**src/rtl/input_conditioner_pkg.sv**
```systemverilog
// Shared types and default timing for the input conditioner.
// The default timing constants assume a 65 MHz system clock.
package input_conditioner_pkg;

  localparam int unsigned CLK_HZ              = 65_000_000;
  localparam int unsigned DEF_DEBOUNCE_CYCLES = CLK_HZ / 100;  // 10 ms
  localparam int unsigned DEF_REPEAT_DELAY    = CLK_HZ / 2;    // 0.5 s
  localparam int unsigned DEF_REPEAT_PERIOD   = CLK_HZ / 10;   // 0.1 s

  typedef enum logic [1:0] {
    RPT_IDLE   = 2'd0,
    RPT_DELAY  = 2'd1,
    RPT_REPEAT = 2'd2
  } rpt_state_e;

  // Bits needed for a counter that runs 0 .. n-1.
  function automatic int unsigned cnt_width(input int unsigned n);
    return (n > 2) ? $clog2(n) : 1;
  endfunction

  function automatic int unsigned max_u(input int unsigned a, input int unsigned b);
    return (a > b) ? a : b;
  endfunction

endpackage

```
**src/rtl/input_conditioner_cond_channel.sv**
```systemverilog
// One conditioned input: 2-flop synchroniser, debounce counter, edge pulses
// and a press auto-repeat state machine. All outputs come straight from flops.
module cond_channel
  import input_conditioner_pkg::*;
#(
  parameter int unsigned DEBOUNCE_CYCLES = DEF_DEBOUNCE_CYCLES,
  parameter int unsigned REPEAT_DELAY    = DEF_REPEAT_DELAY,
  parameter int unsigned REPEAT_PERIOD   = DEF_REPEAT_PERIOD
) (
  input  logic clock,
  input  logic reset,
  input  logic noisy,
  input  logic repeat_en,
  output logic clean,
  output logic rise,
  output logic fall,
  output logic press
);

  localparam int unsigned DB_W  = cnt_width(DEBOUNCE_CYCLES);
  localparam int unsigned RPT_W = cnt_width(max_u(REPEAT_DELAY, REPEAT_PERIOD));

  localparam logic [DB_W-1:0]  DB_LAST  = DB_W'(DEBOUNCE_CYCLES - 1);
  localparam logic [RPT_W-1:0] DLY_LAST = RPT_W'(REPEAT_DELAY - 1);
  localparam logic [RPT_W-1:0] PER_LAST = RPT_W'(REPEAT_PERIOD - 1);

  logic             sync_meta_q;
  logic             sync_q;
  logic             stable_q;
  logic             stable_d;
  logic [DB_W-1:0]  db_cnt_q;
  logic [DB_W-1:0]  db_cnt_d;
  logic             clean_q;
  logic             rise_q;
  logic             fall_q;
  logic             press_q;
  logic             rise_d;
  logic             fall_d;
  logic             tick_d;
  rpt_state_e       state_q;
  logic [RPT_W-1:0] rpt_cnt_q;

  always_ff @(posedge clock) begin
    if (reset) begin
      sync_meta_q <= 1'b0;
      sync_q      <= 1'b0;
    end else begin
      sync_meta_q <= noisy;
      sync_q      <= sync_meta_q;
    end
  end

  // stable_q is the accepted level; clean_q trails it by one register so that
  // rise/fall can be produced in the same cycle clean shows the new value.
  always_comb begin
    stable_d = stable_q;
    db_cnt_d = '0;
    if (sync_q != stable_q) begin
      if (db_cnt_q == DB_LAST) begin
        stable_d = ~stable_q;
      end else begin
        db_cnt_d = db_cnt_q + DB_W'(1);
      end
    end
  end

  assign rise_d = stable_q & ~clean_q;
  assign fall_d = ~stable_q & clean_q;

  always_ff @(posedge clock) begin
    if (reset) begin
      stable_q <= 1'b0;
      db_cnt_q <= '0;
      clean_q  <= 1'b0;
      rise_q   <= 1'b0;
      fall_q   <= 1'b0;
    end else begin
      stable_q <= stable_d;
      db_cnt_q <= db_cnt_d;
      clean_q  <= stable_q;
      rise_q   <= rise_d;
      fall_q   <= fall_d;
    end
  end

  // A repeat tick is suppressed by a coincident fall or a dropped enable.
  always_comb begin
    tick_d = 1'b0;
    if (repeat_en && !fall_d) begin
      case (state_q)
        RPT_DELAY:  tick_d = (rpt_cnt_q == DLY_LAST);
        RPT_REPEAT: tick_d = (rpt_cnt_q == PER_LAST);
        default:    tick_d = 1'b0;
      endcase
    end
  end

  always_ff @(posedge clock) begin
    if (reset) begin
      state_q   <= RPT_IDLE;
      rpt_cnt_q <= '0;
      press_q   <= 1'b0;
    end else begin
      press_q <= rise_d | tick_d;
      case (state_q)
        RPT_IDLE: begin
          rpt_cnt_q <= '0;
          if (rise_d && repeat_en) begin
            state_q <= RPT_DELAY;
          end
        end
        RPT_DELAY: begin
          if (fall_d || !repeat_en) begin
            state_q   <= RPT_IDLE;
            rpt_cnt_q <= '0;
          end else if (rpt_cnt_q == DLY_LAST) begin
            state_q   <= RPT_REPEAT;
            rpt_cnt_q <= '0;
          end else begin
            rpt_cnt_q <= rpt_cnt_q + RPT_W'(1);
          end
        end
        RPT_REPEAT: begin
          if (fall_d || !repeat_en) begin
            state_q   <= RPT_IDLE;
            rpt_cnt_q <= '0;
          end else if (rpt_cnt_q == PER_LAST) begin
            rpt_cnt_q <= '0;
          end else begin
            rpt_cnt_q <= rpt_cnt_q + RPT_W'(1);
          end
        end
        default: begin
          state_q   <= RPT_IDLE;
          rpt_cnt_q <= '0;
        end
      endcase
    end
  end

  assign clean = clean_q;
  assign rise  = rise_q;
  assign fall  = fall_q;
  assign press = press_q;

endmodule

```
**src/rtl/input_conditioner.sv**
```systemverilog
// Multi-channel button/switch conditioner: each bit of noisy is synchronised,
// debounced, edge-detected and given optional press auto-repeat independently.
module input_conditioner
  import input_conditioner_pkg::*;
#(
  parameter int unsigned CHANNELS        = 5,
  parameter int unsigned DEBOUNCE_CYCLES = DEF_DEBOUNCE_CYCLES,
  parameter int unsigned REPEAT_DELAY    = DEF_REPEAT_DELAY,
  parameter int unsigned REPEAT_PERIOD   = DEF_REPEAT_PERIOD
) (
  input  logic                clock,
  input  logic                reset,
  input  logic [CHANNELS-1:0] noisy,
  input  logic [CHANNELS-1:0] repeat_en,
  output logic [CHANNELS-1:0] clean,
  output logic [CHANNELS-1:0] rise,
  output logic [CHANNELS-1:0] fall,
  output logic [CHANNELS-1:0] press
);

  generate
    for (genvar gi = 0; gi < CHANNELS; gi++) begin : g_ch
      cond_channel #(
        .DEBOUNCE_CYCLES (DEBOUNCE_CYCLES),
        .REPEAT_DELAY    (REPEAT_DELAY),
        .REPEAT_PERIOD   (REPEAT_PERIOD)
      ) u_chan (
        .clock     (clock),
        .reset     (reset),
        .noisy     (noisy[gi]),
        .repeat_en (repeat_en[gi]),
        .clean     (clean[gi]),
        .rise      (rise[gi]),
        .fall      (fall[gi]),
        .press     (press[gi])
      );
    end
  endgenerate

endmodule

```
**config.mk**
```make
export PLATFORM = sky130hd
export DESIGN_NAME = input_conditioner
export DESIGN_NICKNAME = d
export VERILOG_FILES = /design/src/rtl/input_conditioner_pkg.sv /design/src/rtl/input_conditioner_cond_channel.sv /design/src/rtl/input_conditioner.sv
export SDC_FILE = /design/constraint.sdc
export NUM_CORES = 1
export LEC_CHECK = 0
export ABC_AREA = 0
export CAP_MARGIN = 20
export CORE_MARGIN = 2
export CORE_UTILIZATION = 50
export CTS_BUF_LIST = sky130_fd_sc_hd__clkbuf_2
export CTS_CLUSTER_SIZE = 12
export DETAILED_ROUTE_END_ITERATION = 8
export GPL_TIMING_DRIVEN = 0
export PLACE_DENSITY = 0.65
export SYNTH_ARGS = -nofsm -noshare
export SYNTH_HDL_FRONTEND = slang
export SYNTH_HIERARCHICAL = 1
export SYNTH_SLANG_ARGS = --single-unit
```
**constraint.sdc**
```tcl
create_clock -name clock -period 2.4 [get_ports clock]
set_input_delay 0.48 -clock clock [delete_from_list [all_inputs] [get_ports clock]]
set_output_delay 0.48 -clock clock [all_outputs]
set_load 0.01 [all_outputs]
```
* After elaboration in Yosys (flattened, before gate mapping)
Cells that the tools add are included.
** Word-level totals
- Register bits after elaboration :: 270
- Logic and storage cells :: 240
** Operators by class
- Add/sub/neg operators :: 10
- Equality and inequality tests :: 45
- Muxes and demuxes :: 60
- Bitwise logic cells :: 30
- Reduce and logical (&&, ||, !) cells :: 45
** Operators with widths (number)
- two-way mux 25 bit :: 20
- one-hot mux 25 bit (2 select lines) :: 5
- adder 25 x 1 -> 25 bit (second input constant) :: 5
- equality test 25 x 23 -> 1 bit (second input constant) :: 5
- equality test 25 bit (second input constant) :: 5
- adder 20 x 1 -> 20 bit (second input constant) :: 5
- equality test 20 bit (second input constant) :: 5
- two-way mux 2 bit :: 20
- one-hot mux 2 bit (3 select lines) :: 5
- inequality test 2 x 1 -> 1 bit (second input constant) :: 10
- inequality test 3 x 1 -> 1 bit (second input constant) :: 5
- NOT 1 bit :: 15
- AND reduction 3 bit :: 5
- OR reduction 3 bit :: 5
- AND 1 bit :: 10
- equality test 2 x 1 -> 1 bit (second input constant) :: 5
- equality test 2 bit (second input constant) :: 5
- logical AND 1 bit :: 10
- zero test 1 bit :: 10
- zero test 2 bit :: 5
- one-hot mux 1 bit (2 select lines) :: 5
- AND reduction 2 bit :: 5
- logical OR 1 bit :: 5
- two-way mux 1 bit :: 5
- other kinds (2) :: 10

* Depth between registers and ports, before layout
- Depth in word-level cells :: 6
- Mapped depth :: 7
- Depth with buffers taken out :: 6

* Hierarchy
The synthesis kept the hierarchy.
** Modules (own cells, without submodules)
- cond_channel at g_ch[0].u_chan ... :: instances 4, cells an instance 272, area an instance 2423.6 um^2, sequential area each 1081.0 um^2
- cond_channel at g_ch[4].u_chan :: instances 1, cells an instance 297, area an instance 2680.1 um^2, sequential area each 1081.0 um^2

* Worst setup path before layout
No wires, ideal clock.
- Path kind :: reg2reg
- Start :: reg g_ch[4].u_chan.rpt_cnt_q[0]
- End :: reg g_ch[4].u_chan.rpt_cnt_q[22]
- Arrival time :: 1.695 ns
- Path slack :: 0.573 ns
- Stages on the path, launching flop included :: 8
- Buffers on the path :: 2
- Period minus slack after synthesis :: 1.827 ns
- Path through :: dfxtp_1 > ha_1 > and4_1 > buf_2 > nand2_1 > o31ai_2 > buf_2 > a22oi_1
** On the way
- Longest elaborated chain between the ends :: 4
- Elaborated cells between the ends (all ways) :: 8
** RTL lines
- start: declaration :: line input_conditioner_cond_channel.sv:41 : logic [RPT_W-1:0] rpt_cnt_q;
- start signal: assignment :: line input_conditioner_cond_channel.sv:120 : rpt_cnt_q <= rpt_cnt_q + RPT_W'(1);
- start signal: assignment :: line input_conditioner_cond_channel.sv:130 : rpt_cnt_q <= rpt_cnt_q + RPT_W'(1);
- adder 25 x 1 -> 25 bit, or another cell as far along :: line input_conditioner_cond_channel.sv:120, input_conditioner_cond_channel.sv:130
- two-way mux 25 bit, on equally long branches :: line input_conditioner_cond_channel.sv:127, input_conditioner_cond_channel.sv:116
- two-way mux 25 bit, on equally long branches :: line input_conditioner_cond_channel.sv:124, input_conditioner_cond_channel.sv:113
- one-hot mux 25 bit (2 select lines) (*) :: line input_conditioner_cond_channel.sv:105 : case (state_q)
Mark *: on every way between the ends. The rest lies on a longest branch, timed or not.
A chain may end at the register's enable or synchronous reset.

* Worst setup path in the final report
- Start :: reg g_ch[1].u_chan.clean_q
- End :: out clean[1]
** RTL lines
- start: declaration :: line input_conditioner_cond_channel.sv:33 : logic clean_q;
- start signal: assignment :: line input_conditioner_cond_channel.sv:80 : clean_q <= stable_q;
- end: declaration :: line input_conditioner.sv:15 : output logic [CHANNELS-1:0] clean,
No word-level cell between the ends.

==> impl_metrics.tcl <==
set metrics [dict create \
    worstPathArrival_ps 1730 \
    totalWireLength_um 23400 \
    crit_required_ps 1920 \
    critPathMaxStageDelay_ps 550 \
    yosysTopAreaCellShare_pct 43.7 \
    drt_iter0_markers 524 \
    core_area_mm2 0.0243 \
    pwr-share-comb_pct 4.4 \
    ant_nets 0 \
    rsz0062_at_grt "no" \
    finalMaxSlewViolations 0 \
    drive_gt1_share_pct 12.7 \
    dieArea_mm2 0.0260 \
    nNetsFinal 1526 \
    drtPass1Iterations 7 \
    hold_start "noisy[3]" \
    hp-class "primary input to register" \
    syn_inst 1385 \
    vdd_drop_max_v 0.000299 \
    cts-root-buf "clkbuf_2" \
    worstPathCellList "clkdlybuf4s50_1" \
    worst_slew_pin_slew_ps 758 \
    dpl-instance-area_mm2 0.0131 \
    placement.io_buffers 31 \
    ios 32 \
    drc_errors 0 \
    start_kind "register" \
    p_clk_share_pct 38.1 \
    leakagePower_nw 4.38 \
    p_sw_share_pct 25.3 \
    post_drt_wl_per_cell_um 12.6 \
    insertion_delay_ps 790 \
    grt_start_max_net_pins 12 \
    grtUsageTotal_pct 18.4 \
    grt_first_pass_wirelength_um 41300 \
    numClockSinks 270 \
    ys_seq_area_share_pct 43.7 \
    clk_pin_slew_worst_paths_ps 110 \
    cts_buffers 71 \
    ys_ff_latch 270 \
    vias 9825 \
    yosysWarnings 6 \
    gp_congestion 0.830 \
    synth-main-ff-cell "dfxtp_1" \
    fmax_ghz 0.453 \
    critPathTopFamily "buffers and inverters" \
    hpwlAfterDp_um 16000 \
    synthArstFlopShare_pct 0 \
    hold_ws_ps 252 \
    post-route-util_pct 56.3 \
    setup_viol 0 \
    tns_ps 0 \
    status "finished clean" \
    end_kind "output port" \
    finalCritPeriodShare_pct 92.0 \
    ys_top_cells_by_area "dfxtp_1 44%, nor2_1 7.4%, xor2_1 7.4%" \
    grt_overflow 0 \
    cap_violations 0 \
    syn_avg_cell_area_um2 8.93 \
    cts_tree "done" \
    worst-path-buf-inv 1 \
    finalInstanceArea_mm2 0.0137 \
    synth_largest_area_cell "dfxtp_1" \
    cts_max_path_buffers 3 \
    synth_cell_type_count 63 \
    powerDensity_mw_per_mm2 575 \
    die_h_um 161 \
    htree_num_levels 3 \
    cell_internal_pwr_mw 5.89 \
    syn_area_mm2 0.0124 \
    synthesis.nets 1422 \
    grt_pass1_vias 9366 \
    total_power_mw 7.88 \
    cp-startpoint "g_ch[1].u_chan/clean" \
    worstReg2RegStart "g_ch[4].u_chan/rpt_cnt_q[6]" \
    hold_viol 0 \
    start_util_pct 50.9 \
    avgViaCountPerCell 5.29 \
    fp.dieW_um 161 \
    p_switching_mw 1.99 \
    fin_skew_ps 61.4 \
    seq_power_share_pct 57.6 \
    postCtsSetupBuffers 0 \
    rows 57 \
    critPathMaxFanout 4 \
    antenna_found_initial 1 \
    relSlewSlack_pct 49.0 \
    synth_edf_count 0 \
    critPathSlowestCell "clkdlybuf4s50_1" \
    syn_to_final_growth_pct 10.6 \
    critical_path_class "register to output port" \
    period_needed_ps 2210 \
]
-- cells in the mapped netlist, types with 6 or more instances --
library cell  number
a21oi_1           37
a22oi_1            7
and3_1            17
and4_1            10
buf_2             20
buf_6              8
dfxtp_1          270
ha_1              25
inv_1             41
nand2_1           67
nand3_1           95
nand4_1           87
nor2_1           245
nor2_2             8
nor2b_1           25
nor3_1            23
nor4_1            27
nor4_2             8
nor4b_1            6
o21ai_0           28
o31ai_1            7
or2_2              8
or3_1             23
or4_1              9
xnor2_1           90
xor2_1           104
-- cell type report --
cell class                 instances  area [um^2]
timing repair buffer              31          310
fill                            2216        10600
buffer                            34          216
tap                              324          405
clock buffer                     103          515
clock inverter                    13         75.1
sequential                       270         5410
multi-input combinational       1040         6610
inverter                          41          154
antenna                            1         2.50
-- timing repair --
action                     CTS  global route
resized for setup            0             1
setup endpoints to repair    0            10
hold buffers                 0             0
-- cells by family (layout without fill, tap and decap cells) --
kind of cell    count (synthesis)  after routing  share of synthesized area (%)
simple gates                  713            713                           31.2
flops                         270            270                           43.7
xor+xnor                      194            194                           13.7
compound gates                104            104                           5.50
buf+inv                        75            222                           2.99
fa+ha+maj                      25             25                           2.53
mux                             4              4                          0.324
other cells                     0              1                              0
-- per-layer routing --
metal	vias to the layer above	global-route usage [%]	share of wire, %
met5	-	0	0
li1	5091	-	-
met2	152	30.1	46
met4	0	6.74	1.5
met3	27	4.55	4.4
met1	4555	23.6	48
-- worst reg2reg max path: cells and delay by family (launching register included) --
family                 cells  cell delay, ps
buffers and inverters      1             320
DFF                        1             410
and+or+nand+nor            2             590
AOI/OAI and AO/OA          2             750
-- flip-flops by register name, summed over array words and instances (netlist names) --
signal                   flops
g_ch.u_chan/fall             5
g_ch.u_chan/stable_q         5
g_ch.u_chan/sync_meta_q      5
g_ch.u_chan/sync_q           5
g_ch.u_chan/rise             5
g_ch.u_chan/clean            5
g_ch.u_chan/rpt_cnt_q      125
g_ch.u_chan/press            5
g_ch.u_chan/state_q         10
g_ch.u_chan/db_cnt_q       100
-- power by group through the flow --
stage | Combinational (mW) | Clock [mW] | Sequential [mW]
floorplan | 0.254 | 0 | 4.64
global placement | 0.341 | 0 | 4.64
detailed placement | 0.343 | 0 | 4.64
CTS | 0.346 | 3.17 | 4.54
global route | 0.402 | 3.42 | 4.54
finish | 0.345 | 3.00 | 4.53
-- through the flow --
step / setup slack, ps / cells
after global placement: -525 / 1740
after global routing: 23.1 / 1857
final: 192 / 1857
after CTS: 73.6 / 1856
after detailed placement: -518 / 1740
after floorplan: 573 / 1385
-- cells in the final DEF, fill, tap and decap left out, types with 8 or more instances in the layout --
cell type,instances
dfxtp_1,270
and3_1,17
nand2_1,67
buf_2,20
nor4_2,8
nor4_1,27
ha_1,25
xnor2_1,90
buf_6,8
inv_1,41
xor2_1,104
or3_1,23
and4_1,10
clkinv_1,10
nor2b_1,25
nor2_2,8
nand4_1,87
or2_2,8
nand3_1,95
nor2_1,245
or4_1,9
clkbuf_2,103
nor3_1,23
clkdlybuf4s50_1,31
a21oi_1,37
o21ai_0,28
-- final timing paths --
kind         cells after the start                           end  slack (ps)
max                              1                      clean[1]         190
max reg2reg                      5  g_ch[4].u_chan/rpt_cnt_q[21]         200
min                              2    g_ch[3].u_chan/sync_meta_q         250
min reg2reg                      1         g_ch[4].u_chan/sync_q         450
Power figures use the tool's default switching activity.
